File: config.mk
export PLATFORM = sky130hd
export DESIGN_NAME = rv_io_switch
export DESIGN_NICKNAME = d
export VERILOG_FILES = /design/src/rtl/rv_io_switch_pkg.sv /design/src/rtl/rv_io_rr_arb.sv /design/src/rtl/rv_io_switch.sv
export SDC_FILE = /design/constraint.sdc
export NUM_CORES = 1
export LEC_CHECK = 0
export ABC_AREA = 1
export CAP_MARGIN = 30
export CORE_AREA = 4 4 151 153
export DETAILED_ROUTE_END_ITERATION = 6
export DIE_AREA = 0 0 155 157
export GPL_TIMING_DRIVEN = 0
export PLACE_DENSITY = 0.55
export SYNTH_ARGS = -nofsm -noshare
export SYNTH_HDL_FRONTEND = slang
export SYNTH_SLANG_ARGS = --single-unit
File: constraint.sdc
create_clock -name clk -period 1.6 [get_ports clk]
set_clock_uncertainty 0.1 [all_clocks]
set_input_delay 0.4 -clock clk [delete_from_list [all_inputs] [get_ports clk]]
set_output_delay 0.4 -clock clk [all_outputs]
set_load 0.02 [all_outputs]
File: src/rtl/rv_io_switch_pkg.sv
// Shared types and helpers for the multi-CPU IO switch: FSM state encoding,
// device-index split point and the one-hot / round-robin helper functions.
package rv_io_switch_pkg;

   typedef enum logic [1:0] {
      ST_IDLE  = 2'd0,
      ST_ADDR  = 2'd1,
      ST_DATA  = 2'd2,
      ST_LOCAL = 2'd3
   } io_state_t;

   localparam int IO_DEV_SHIFT = 12;
   localparam int IO_MAX_PORTS = 32;

   function automatic logic [IO_MAX_PORTS-1:0] onehot(input int idx);
      return IO_MAX_PORTS'(1) << idx;
   endfunction

   // Search starts one past the last winner so every requester is served in turn.
   function automatic int rr_pick(input logic [IO_MAX_PORTS-1:0] req,
                                  input int last, input int n);
      int  pick;
      int  c;
      bit  found;
      pick  = last;
      found = 1'b0;
      for (int k = 1; k <= n; k++) begin
         c = (last + k) % n;
         if (!found && (((req >> c) & IO_MAX_PORTS'(1)) != '0)) begin
            pick  = c;
            found = 1'b1;
         end
      end
      return pick;
   endfunction

endpackage

File: src/rtl/rv_io_rr_arb.sv
// Combinational round-robin arbiter: picks one requester starting after the
// supplied last-winner pointer; grants only while enabled.
module rv_io_rr_arb
   import rv_io_switch_pkg::*;
#(
   parameter int N  = 2,
   parameter int IW = (N > 1) ? $clog2(N) : 1
) (
   input  logic [N-1:0]  req,
   input  logic [IW-1:0] last,
   input  logic          en,
   output logic [N-1:0]  grant,
   output logic [IW-1:0] idx,
   output logic          valid
);

   logic [IO_MAX_PORTS-1:0] req_w;
   int                      pick;

   always_comb begin
      req_w = IO_MAX_PORTS'(req);
      pick  = rr_pick(req_w, int'(last), N);
      valid = en && (|req);
      idx   = IW'(pick);
      grant = valid ? N'(onehot(pick)) : '0;
   end

endmodule

File: src/rtl/rv_io_switch.sv
// Multi-CPU IO request switch: round-robin CPU arbitration, one outstanding
// device transaction at a time, local zero response for unmapped addresses.
module rv_io_switch
   import rv_io_switch_pkg::*;
#(
   parameter int NCPU = 2,
   parameter int NDEV = 4,
   parameter int RV   = 64,
   parameter int AW   = 16
) (
   input  logic                    clk,
   input  logic                    reset_n,
   input  logic [NCPU-1:0]         cpu_addr_req,
   output logic [NCPU-1:0]         cpu_addr_ack,
   input  logic [NCPU*AW-1:0]      cpu_addr,
   input  logic [NCPU-1:0]         cpu_read,
   output logic [NCPU-1:0]         cpu_data_req,
   input  logic [NCPU-1:0]         cpu_data_ack,
   output logic [RV-1:0]           cpu_rdata,
   output logic                    addr_req,
   input  logic [NDEV-1:0]         addr_ack,
   output logic [NDEV-1:0]         sel,
   output logic [IO_DEV_SHIFT-1:0] addr,
   output logic                    read,
   input  logic [NDEV-1:0]         data_req,
   output logic [NDEV-1:0]         data_ack,
   input  logic [NDEV*RV-1:0]      rdata,
   output io_state_t               dbg_state
);

   localparam int CW = (NCPU > 1) ? $clog2(NCPU) : 1;
   localparam int DW = (NDEV > 1) ? $clog2(NDEV) : 1;
   localparam int XW = AW - IO_DEV_SHIFT;

   io_state_t               state_q, state_d;
   logic [CW-1:0]           last_q, g_q;
   logic [DW-1:0]           dev_q;
   logic [IO_DEV_SHIFT-1:0] off_q;
   logic                    read_q;

   logic [NCPU-1:0]         grant;
   logic [CW-1:0]           g_idx;
   logic                    g_valid;
   logic                    arb_en;
   logic [AW-1:0]           sel_addr;
   logic [XW-1:0]           dev_full;
   logic                    mapped;

   // Gating with reset_n keeps the combinational ack at zero while reset is held.
   assign arb_en   = (state_q == ST_IDLE) && reset_n;
   assign sel_addr = cpu_addr[int'(g_idx)*AW +: AW];
   assign dev_full = sel_addr[AW-1:IO_DEV_SHIFT];
   assign mapped   = int'(dev_full) < NDEV;
   assign dbg_state = state_q;

   rv_io_rr_arb #(.N(NCPU), .IW(CW)) u_arb (
      .req   (cpu_addr_req),
      .last  (last_q),
      .en    (arb_en),
      .grant (grant),
      .idx   (g_idx),
      .valid (g_valid)
   );

   always_ff @(posedge clk or negedge reset_n) begin
      if (!reset_n) begin
         state_q <= ST_IDLE;
         last_q  <= CW'(NCPU-1);
         g_q     <= '0;
         dev_q   <= '0;
         off_q   <= '0;
         read_q  <= 1'b0;
      end else begin
         state_q <= state_d;
         if (g_valid) begin
            last_q <= g_idx;
            g_q    <= g_idx;
            dev_q  <= dev_full[DW-1:0];
            off_q  <= sel_addr[IO_DEV_SHIFT-1:0];
            read_q <= cpu_read[g_idx];
         end
      end
   end

   always_comb begin
      state_d      = state_q;
      cpu_addr_ack = grant;
      cpu_data_req = '0;
      cpu_rdata    = '0;
      addr_req     = 1'b0;
      sel          = '0;
      addr         = '0;
      read         = 1'b0;
      data_ack     = '0;
      case (state_q)
         ST_IDLE: begin
            if (g_valid) state_d = mapped ? ST_ADDR : ST_LOCAL;
         end
         ST_ADDR: begin
            addr_req = 1'b1;
            sel      = NDEV'(onehot(int'(dev_q)));
            addr     = off_q;
            read     = read_q;
            if (addr_ack[dev_q]) state_d = read_q ? ST_DATA : ST_IDLE;
         end
         ST_DATA: begin
            // Straight pass-through; late data_req outside this state never reaches a CPU.
            cpu_data_req[g_q] = data_req[dev_q];
            cpu_rdata         = rdata[int'(dev_q)*RV +: RV];
            data_ack[dev_q]   = cpu_data_ack[g_q];
            if (data_req[dev_q] && cpu_data_ack[g_q]) state_d = ST_IDLE;
         end
         ST_LOCAL: begin
            if (read_q) begin
               cpu_data_req[g_q] = 1'b1;
               if (cpu_data_ack[g_q]) state_d = ST_IDLE;
            end else begin
               state_d = ST_IDLE;
            end
         end
         default: state_d = ST_IDLE;
      endcase
   end

   a_ack_onehot: assert property (@(posedge clk) disable iff (!reset_n) $onehot0(cpu_addr_ack));
   a_sel_onehot: assert property (@(posedge clk) disable iff (!reset_n) $onehot0(sel));

endmodule

* Yosys cells after proc, flatten, opt, wreduce, memory -nomap -nowiden
Index checks and enable logic that the tools add are counted.
** Cells by class
- $add $sub $neg :: 2
- Order comparisons :: 6
- Equality and inequality tests :: 7
- Shifts and indexed selects :: 6
- Muxes and demuxes :: 32
- Bitwise gates (word level) :: 4
- Reduce and logical (&&, ||, !) cells :: 10
** Operator list (number)
- $shiftx 256x9->64 :: 1
- $mux 32 :: 2
- $mux 64 :: 1
- $shr 2x32->1 :: 2
- $shiftx 32x6->16 :: 1
- $shl 1x32->2 const A :: 1
- $mux 2 :: 9
- $mux 12 :: 1
- $mux 1 :: 11
- $mux 4 :: 2
- $pmux 2 s4 :: 1
- $logic_and 1x1->1 :: 6
- $ne 2x2->1 const B :: 3
- $and 4x4->4 :: 1
- $bmux 1 s2 :: 2
- $eq 2x2->1 const B :: 2
- $lt 1x2->1 const B :: 2
- $lt 4x3->1 const B :: 1
- $pmux 2 s2 :: 1
- $reduce_and 4->1 :: 1
- $shl 1x2->4 const A :: 1
- $lt 2x3->1 const B :: 1
- $ne 3x3->1 const B :: 1
- $add 1x1->1 const B :: 2
- other kinds (10) :: 11
** Word-level totals
- Bits in registers :: 19
- Logic and storage cells :: 73

* Depth between registers and ports, before layout
Gate-level depths: netlist (run 1).
- Depth in word-level cells :: 12
- Depth in mapped cells :: 11

* Hierarchy
Synthesis (run 1) repeated with hierarchy kept, for this count alone.
** Unflattened totals
- Cells, all modules :: 559
- Area total of the unflattened synthesis :: 3646.0 um2
** Modules (own cells, without submodules)
- rv_io_switch :: times used 1, cells each 548, area an instance 3593.4 um2, sequential area each 476.7 um2
- rv_io_rr_arb :: times used 1, cells each 11, area an instance 52.6 um2, sequential area each 0.0 um2

* Least setup slack after synthesis (run 1)
No wires, ideal clock.
- Path type :: flip-flop to output port
- Start point :: register state_q[0] (netlist: dbg_state[0])
- End point :: output port addr[10]
- Arrival time :: 1537 ps
- Required time :: 1100 ps
- Setup slack :: -437 ps
- Cell stages (with the launch flop) :: 6
- Path through :: dfrtp_1 -> inv_1 -> nor2_2 -> inv_1 -> buf_2 -> nor2_1
** Between the ends
- Longest elaborated chain between the ends :: 2
** Ends and longest elaborated chain
- start: declaration :: RTL line rv_io_switch.sv:35 : io_state_t state_q, state_d;
- start signal: assignment :: RTL line rv_io_switch.sv:74 : state_q <= state_d;
- $eq 2x1->1 :: RTL line rv_io_switch.sv:95 : case (state_q)
- $mux 12 :: RTL line rv_io_switch.sv:95
- end: declaration :: RTL line rv_io_switch.sv:23 : output logic [IO_DEV_SHIFT-1:0] addr,
Every way passes these cells.

* Worst setup path after layout (run 1)
- Start point :: register dev_q[0]
- End point :: output port cpu_rdata[34]
** Between the ends
- Longest elaborated chain between the ends :: 2
** Ends and longest elaborated chain
- start: declaration :: RTL line rv_io_switch.sv:37 : logic [DW-1:0] dev_q;
- start signal: assignment :: RTL line rv_io_switch.sv:78 : dev_q <= dev_full[DW-1:0];
- $shiftx 256x9->64 :: RTL line rv_io_switch.sv:109 : cpu_rdata = rdata[int'(dev_q)*RV +: RV];
- $mux 64 :: RTL line rv_io_switch.sv:95
- end: declaration :: RTL line rv_io_switch.sv:19 : output logic [RV-1:0] cpu_rdata,
Every way passes these cells.

==> results of run 1 <==
-- stage by stage --
stage	hold slack, ns	cells	setup slack, ns	TNS, ns	instance area [µm²]
CTS	0.149	1259	-0.591	-42.62	9470
finish	0.157	1280	-0.576	-44.13	9890
detailed placement	0.401	1227	-1.41	-94.45	8430
global placement	0.395	1226	-1.96	-109.96	8400
floorplan	0.00441	551	-0.305	-14.21	4100
global route	0.162	1280	-0.659	-50.67	9890
-- path summary, 6_finish.rpt --
check,depth (start not counted),to,slack [ns],from
setup / recovery,7,cpu_rdata[34],-0.58,dev_q[0]$_DFFE_PN0P_
hold reg to reg,2,last_q$_DFFE_PN1P_,0.41,last_q$_DFFE_PN1P_
setup reg to reg,9,off_q[0]$_DFFE_PN0P_,-0.01,dbg_state[1]$_DFFE_PN0P_
min in group clk,2,last_q$_DFFE_PN1P_,0.41,last_q$_DFFE_PN1P_
max in group asynchronous,2,off_q[0]$_DFFE_PN0P_,0.68,reset_n
hold / removal,2,off_q[3]$_DFFE_PN0P_,0.16,reset_n
-- layer usage --
layer	global-route usage	wire length, µm
met4	0.0412	494
met5	0	27
met3	0.0473	2110
met2	0.359	13600
met1	0.247	10800
-- cells by family (layout without fill, tap and decap cells) --
kind of cell	count (synthesis)	in the layout	synth area share
buf+inv	87	535	0.126
simple gates	358	358	0.492
flops	19	19	0.145
compound gates	87	87	0.237
other cells	0	1	0
-- report_power, final --
| part | switching, mW | leakage, nW | internal [mW] |
|---|---|---|---|
| combinational | 7.61 | 3.29 | 6.40 |
| clock | 0.181 | 0.0409 | 0.335 |
| sequential | 0.140 | 0.229 | 0.729 |
| total | 7.93 | 3.56 | 7.47 |
-- sequential cells by signal, summed over array words and instances (netlist names) --
signal     cells
dbg_state      2
dev_q          2
g_q            1
last_q         1
off_q         12
read_q         1
-- final cells by class --
type / instances / area, µm² / share of cell area
Antenna cell: 1 / 2.50 / 0.000253
Buffer: 61 / 749 / 0.0758
Clock buffer: 3 / 75.1 / 0.00759
Clock inverter: 1 / 5.00 / 0.000506
Inverter: 26 / 129 / 0.0130
Multi-Input combinational cell: 445 / 3560 / 0.360
Sequential cell: 19 / 479 / 0.0484
Tap cell: 280 / 350 / 0.0354
Timing Repair Buffer: 444 / 4540 / 0.459
-- worst reg2reg max path: cells and delay by family, from the launching register on --
family | cells | cell delay [ns]
flops | 1 | 0.44
buf+inv | 4 | 0.45
simple gates | 3 | 0.34
compound gates | 2 | 0.20
-- layout by cell type (no fill, tap or decap), drive strengths merged --
cell	netlist	layout
dfstp	1	1
a41oi	64	64
o21ai	5	5
dfrtp	18	18
a21oi	2	2
clkdlybuf4s50	0	299
clkinvlp	0	1
dlygate4sd2	0	3
inv	26	25
buf	51	189
clkdlybuf4s15	0	1
diode	0	1
dlygate4sd3	0	1
nand2	125	125
clkinv	0	1
nand3	198	198
clkbuf	10	15
nor2	35	35
o211ai	16	16
-- timing repair --
item,4_1_cts,5_1_grt
endpoints found under the hold margin,2,0
buffers inserted,25,17
endpoints found under the setup margin,110,105
gates resized for setup,725,55
cloned,3,5
hold buffers,1,0
pin swaps,17,16
-- cells in the mapped netlist, types with 5 or more instances --
master / count
nand3_1: 198
nand2_1: 125
a41oi_1: 64
buf_2: 42
nor2_1: 29
inv_1: 21
dfrtp_1: 18
clkbuf_1: 10
o211ai_2: 10
buf_4: 6
inv_2: 5
o211ai_1: 5
o21ai_0: 5
==> key figures, run 1 <==
Die
  – Core area: 0.0216 mm²
  – Die Wd: 155 µm
  – Die area: about 0.024 mm²
  – Initial Utilization: 0.153
  – Vert. Die Dim: 157 µm
  – Row count: between 50 and 60
  – # IOs: 396

Logic synthesis
  – Sequential area share after synthesis: 0.145
  – Syn Area/Cell: between 5 and 6 µm²
  – Most used DFF post-synth: dfrtp_1
  – Synth warn: 0
  – Synth Register Bits: 19
  – Yosys top cell area share: 0.301
  – Top post-synthesis cells by area: nand3_1, a41oi_1, nand2_1, dfrtp_1, buf_2
  – Net Count, Synth: 855
  – Cell area after synthesis: 0.00329 mm²
  – Netlist cell types: 20
  – Post-synth EDFFs: 0
  – Largest area contributor in the netlist: nand3_1
  – Cell count after synthesis: 551
  – Asr flop ratio synth: 1.00

Run status
  – Failing checks: negative setup slack
  – Status: complete, but fails checks

Hold path
  – Worst min path class: in2async

Power
  – Peak supply drop: 704 µV
  – P_leak: 3.56 nW
  – Pwr Total: 15.4 mW
  – Pwr dens: 1560 mW/mm²

Routing
  – Wirelength per Cell: about 21 µm
  – Residual DRC: 0
  – Initial DRC count: 307
  – Via density: 4.76
  – Post-DRT Antenna Nets: 0
  – Drt pass-1 iters: 6
  – Routed wire length: 27,000 µm
  – Vias: just over 6k

Layout
  – Fin util: 0.459
  – Filler Cell Count: 2,210
  – Layout net count: 1,304
  – Layout cell share with drive strength beyond 1: 0.369
  – Area Growth Syn to Fin: 200%

Critical path
  – Critical Path Start Type: register
  – Crit path DAT: 1.68 ns
  – CP Max Fanout: 10
  – Number of buffers and inverters on the critical path: 4
  – Crit path top cell by count: buf_8
  – CP Data Required Time: 1.10 ns
  – Crit-path max cell delay: between 0.3 and 0.4 ns
  – Delay-heaviest family, CP: buffers and inverters
  – Worst setup EP type: output pin
  – Critical path class: reg2out
  – CP max stage cell: dfrtp_1
  – Critical path cell sequence: buf_8 > nor2_4 > buf_12 > buf_8 > nand2_2 > a41oi_4 > buf_6

Global routing
  – Grt ovf: 0
  – Largest net degree at the start of global routing: 19
  – GR Util All Layers: 0.201
  – First-pass GRT wire length: 38,400 µm
  – Initial antenna violation count: 3
  – Number of global-route vias before repair: roughly 6.3k

CTS
  – Worst-path clk slew: roughly 0.060 ns
  – Clock Latency Late Sink: 0.25 ns
  – Htree depth: 1
  – CTS buffer count: 3
  – Clock buffer depth: 2
  – TritonCTS clock tree: done
  – CTS sink cnt: 19
  – CTS root buf: clkbuf_16

Timing
  – F_max: ~460 MHz
  – Setup ws final: -0.576 ns
  – Fin crit period: 2.18 ns
  – Final Slew Violations: 0
  – Normalized max-slew margin: 0.808
  – Worst-margin pin slew: 0.288 ns
  – RSZ-0062 raised after global routing: yes
  – Endpoints failing setup: 91
  – Period utilisation layout: 1.36
  – Final hold vios: 0

Place
  – I/O Buffers: 395
  – Dpl hpwl: 21,000 µm
  – Final GP Congestion: ~0.86

Flow run
  – MaxCap Viol Count: 0
No activity file was read; power rests on OpenSTA's default activity.
==> run 2: changes to the inputs <==
--- a/config.mk
+++ b/config.mk
@@ -12,6 +12,7 @@
 export DIE_AREA = 0 0 155 157
 export GPL_TIMING_DRIVEN = 0
 export PLACE_DENSITY = 0.55
+export SLEW_MARGIN = 20
 export SYNTH_ARGS = -nofsm -noshare
 export SYNTH_HDL_FRONTEND = slang
 export SYNTH_SLANG_ARGS = --single-unit
==> key figures, run 2 (synthesis gave the netlist of run 1 again) <==
Timing
  – Worst-margin pin slew: 0.384 ns (+0.0958 ns)
  – Endpoints failing setup: 105 (+15%)
  – RSZ-0062 raised after global routing: yes
  – Final Slew Violations: 0 (unchanged)
  – Setup ws final: -0.620 ns (-0.0443 ns)
  – Final hold vios: 0 (unchanged)
  – F_max: 450 MHz (-2.0%)
  – Normalized max-slew margin: 0.744 (-0.0639)
  – Fin crit period: 2.22 ns (+0.0443 ns)
  – Period utilisation layout: 1.39 (+0.0277)

Global routing
  – Number of global-route vias before repair: 6,352 (+0.52%)
  – GR Util All Layers: 0.200 (-0.00137)
  – First-pass GRT wire length: 38,000 µm (-1.3%)
  – Initial antenna violation count: 3 (unchanged)
  – Grt ovf: 0 (unchanged)
  – Largest net degree at the start of global routing: 14 (-5)

Power
  – Comb power frac: 0.908 (-0.002)
  – Clock Power Share: 0.035 (+0.002)
  – P_leak: 3.60 nW (+1.2%)
  – Sequential fraction of design power: 0.057 (about the same)
  – Peak supply drop: 698 µV (-0.80%)
  – Pwr dens: 1540 mW/mm² (-1.2%)
  – Pwr Total: 15.2 mW (-1.2%)
  – Sw power: 7.80 mW (-1.7%)
  – Internal: 7.41 mW (-0.72%)
  – Sw Share: 0.513 (-0.00245)

CTS
  – Worst-path clk slew: 0.06 ns (about the same)
  – CTS root buf: clkbuf_16
  – Htree depth: 1 (unchanged)
  – Clock Latency Late Sink: 0.26 ns (about the same)
  – Hold buffer count at cts: 0 (-1)
  – TritonCTS clock tree: done
  – CTS sink cnt: 19 (unchanged)
  – CTS buffer count: 3 (unchanged)
  – Clock buffer depth: 2 (unchanged)

Layout
  – Area of the multi-input gates: 0.00349 mm² (-2.0%)
  – Storage cell area: 479 µm² (unchanged)
  – Layout cell share with drive strength beyond 1: 0.366 (-0.00293)
  – Reg with most FFs: off_q
  – Most frequent cells in the layout: clkdlybuf4s50_1, nand3_1, nand2_1
  – Max reg flops: 12 (unchanged)
  – Design Area, Final: 0.00989 mm² (about the same)
  – Layout net count: 1,312 (+0.61%)
  – Filler Cell Count: 2,182 (-1.3%)
  – Area Growth Syn to Fin: 200% (about the same)
  – Most common cell after layout, fill and taps aside: clkdlybuf4s50_1

Routing
  – Vias: 6,091 (-0.016%)
  – Initial DRC count: 281 (-8.5%)
  – Drt pass-1 iters: 4 (-2)
  – Wirelength per Cell: 21.0 µm (-0.23%)
  – Via density: 4.73 (-0.71%)
  – Residual DRC: 0 (unchanged)
  – Post-DRT Antenna Nets: 0 (unchanged)
  – Routed wire length: 27,100 µm (+0.47%)

Die
  – Initial Utilization: 0.153 (unchanged)
  – Vert. Die Dim: 157 µm (unchanged)
  – Die area: 0.0243 mm² (unchanged)
  – # IOs: 396 (unchanged)
  – Core area: 0.0216 mm² (unchanged)
  – Die Wd: 155 µm (unchanged)
  – Row count: 54 (unchanged)

Critical path
  – Critical R2R Capture: off_q[0]$_DFFE_PN0P_
  – Worst setup EP type: output pin
  – Crit path DAT: 1.72 ns (+0.04 ns)
  – Reg2Reg Depth: 11 (+2)
  – R2r setup slk: -0.26 ns (-0.25 ns)
  – Critical path class: reg2out
  – Critical Path Start Type: register
  – FF-to-FF Start: dbg_state[0]$_DFFE_PN0P_
  – CP Data Required Time: 1.10 ns (about the same)
  – CP Max Fanout: 10 (unchanged)

Run status
  – Status: complete, but fails checks
  – Failing checks: negative setup slack

Place
  – Final GP Congestion: 0.859 (unchanged)
  – Area after DPL: 0.00841 mm² (-0.19%)
  – Dpl hpwl: 20,900 µm (-0.21%)
  – I/O Buffers: 395 (unchanged)

Hold path
  – Worst min path class: in2async

Flow run
  – MaxCap Viol Count: 0 (unchanged)
## run 2: cell count changes in the layout (fill, tap and decap cells not counted), moves of 4 or more
cell,change
buf_4,+4
nand2_1,+6
buf_6,+12
buf_8,-4
nor2_4,-4
## run 2: per-stage QoR
step | instances | hold WS, ns | worst slack (ns) | utilization | TNS [ns]
2_1_floorplan | 551 | 0.00441 | -0.305 | - | -14.21
3_3_place_gp | 1226 | 0.395 | -1.96 | 0.390 | -109.96
3_5_place_dp | 1227 | 0.403 | -1.61 | 0.390 | -98.82
4_1_cts | 1254 | 0.0556 | -0.629 | 0.428 | -46.68
5_1_grt | 1288 | 0.0755 | -0.671 | 0.459 | -54.03
6_report | 1289 | 0.0480 | -0.620 | 0.459 | -47.44
## run 2: worst max-delay path by stage
| stage | start | end | slack, ns | cells after the start |
|---|---|---|---|---|
| 3_3_place_gp | reset_n | cpu_addr_ack[1] | -1.96 | 5 |
| 2_1_floorplan | dev_q[0]$_DFFE_PN0P_ | cpu_rdata[18] | -0.30 | 6 |
| 3_5_place_dp | reset_n | cpu_addr_ack[1] | -1.61 | 5 |
| 4_1_cts | dev_q[1]$_DFFE_PN0P_ | cpu_rdata[48] | -0.63 | 7 |
| 6_report | dev_q[0]$_DFFE_PN0P_ | cpu_rdata[48] | -0.62 | 7 |
| 5_1_grt | dev_q[0]$_DFFE_PN0P_ | cpu_rdata[40] | -0.67 | 7 |
## run 2: worst max-delay path, cell delays in order (launching register included)
cell and delay, ns:
dfrtp_1 0.39, buf_12 0.16, nor2_4 0.13, buf_12 0.16, buf_8 0.14, nand2_1 0.09
a41oi_4 0.22, buf_6 0.15
## run 2: power groups by stage
stage	registers (mW)	clock network (mW)	logic, mW
floorplan	0.880	0	6.51
global placement	0.876	0	10.8
global route	0.890	0.557	14.7
CTS	0.865	0.542	12.7
detailed placement	0.880	0	10.8
finish	0.872	0.528	13.8
## run 2: final cells by class
cell class | instances | area share
Timing Repair Buffer | 452 | 0.463
Multi-Input combinational cell | 445 | 0.353
Buffer | 61 | 0.0783
Sequential cell | 19 | 0.0484
Tap cell | 280 | 0.0354
Inverter | 26 | 0.0133
Clock buffer | 3 | 0.00759
Clock inverter | 1 | 0.000506
Antenna cell | 2 | 0.000506
## run 2: repair_timing
item                       4_1_cts  5_1_grt
cloned                           1        5
pin swaps                       11       11
resized for setup              643      130
setup endpoints to repair      111      107
buffers inserted                22       29
## run 2: per-layer routing
metal  vias up  global-route usage  wire length (µm)
li1       2931                   -                 -
met1      2868               0.243             10700
met2       257               0.355             13800
met3        31              0.0522              2220
met4         4              0.0412               397
met5         -                   0                21
==> run 3: changes to the inputs <==
--- a/config.mk
+++ b/config.mk
@@ -12,7 +12,6 @@
 export DIE_AREA = 0 0 155 157
 export GPL_TIMING_DRIVEN = 0
 export PLACE_DENSITY = 0.55
-export SLEW_MARGIN = 20
 export SYNTH_ARGS = -nofsm -noshare
 export SYNTH_HDL_FRONTEND = slang
 export SYNTH_SLANG_ARGS = --single-unit
==> results of run 3 <==
Final layout, timing and power as in run 1 (identical DEF).
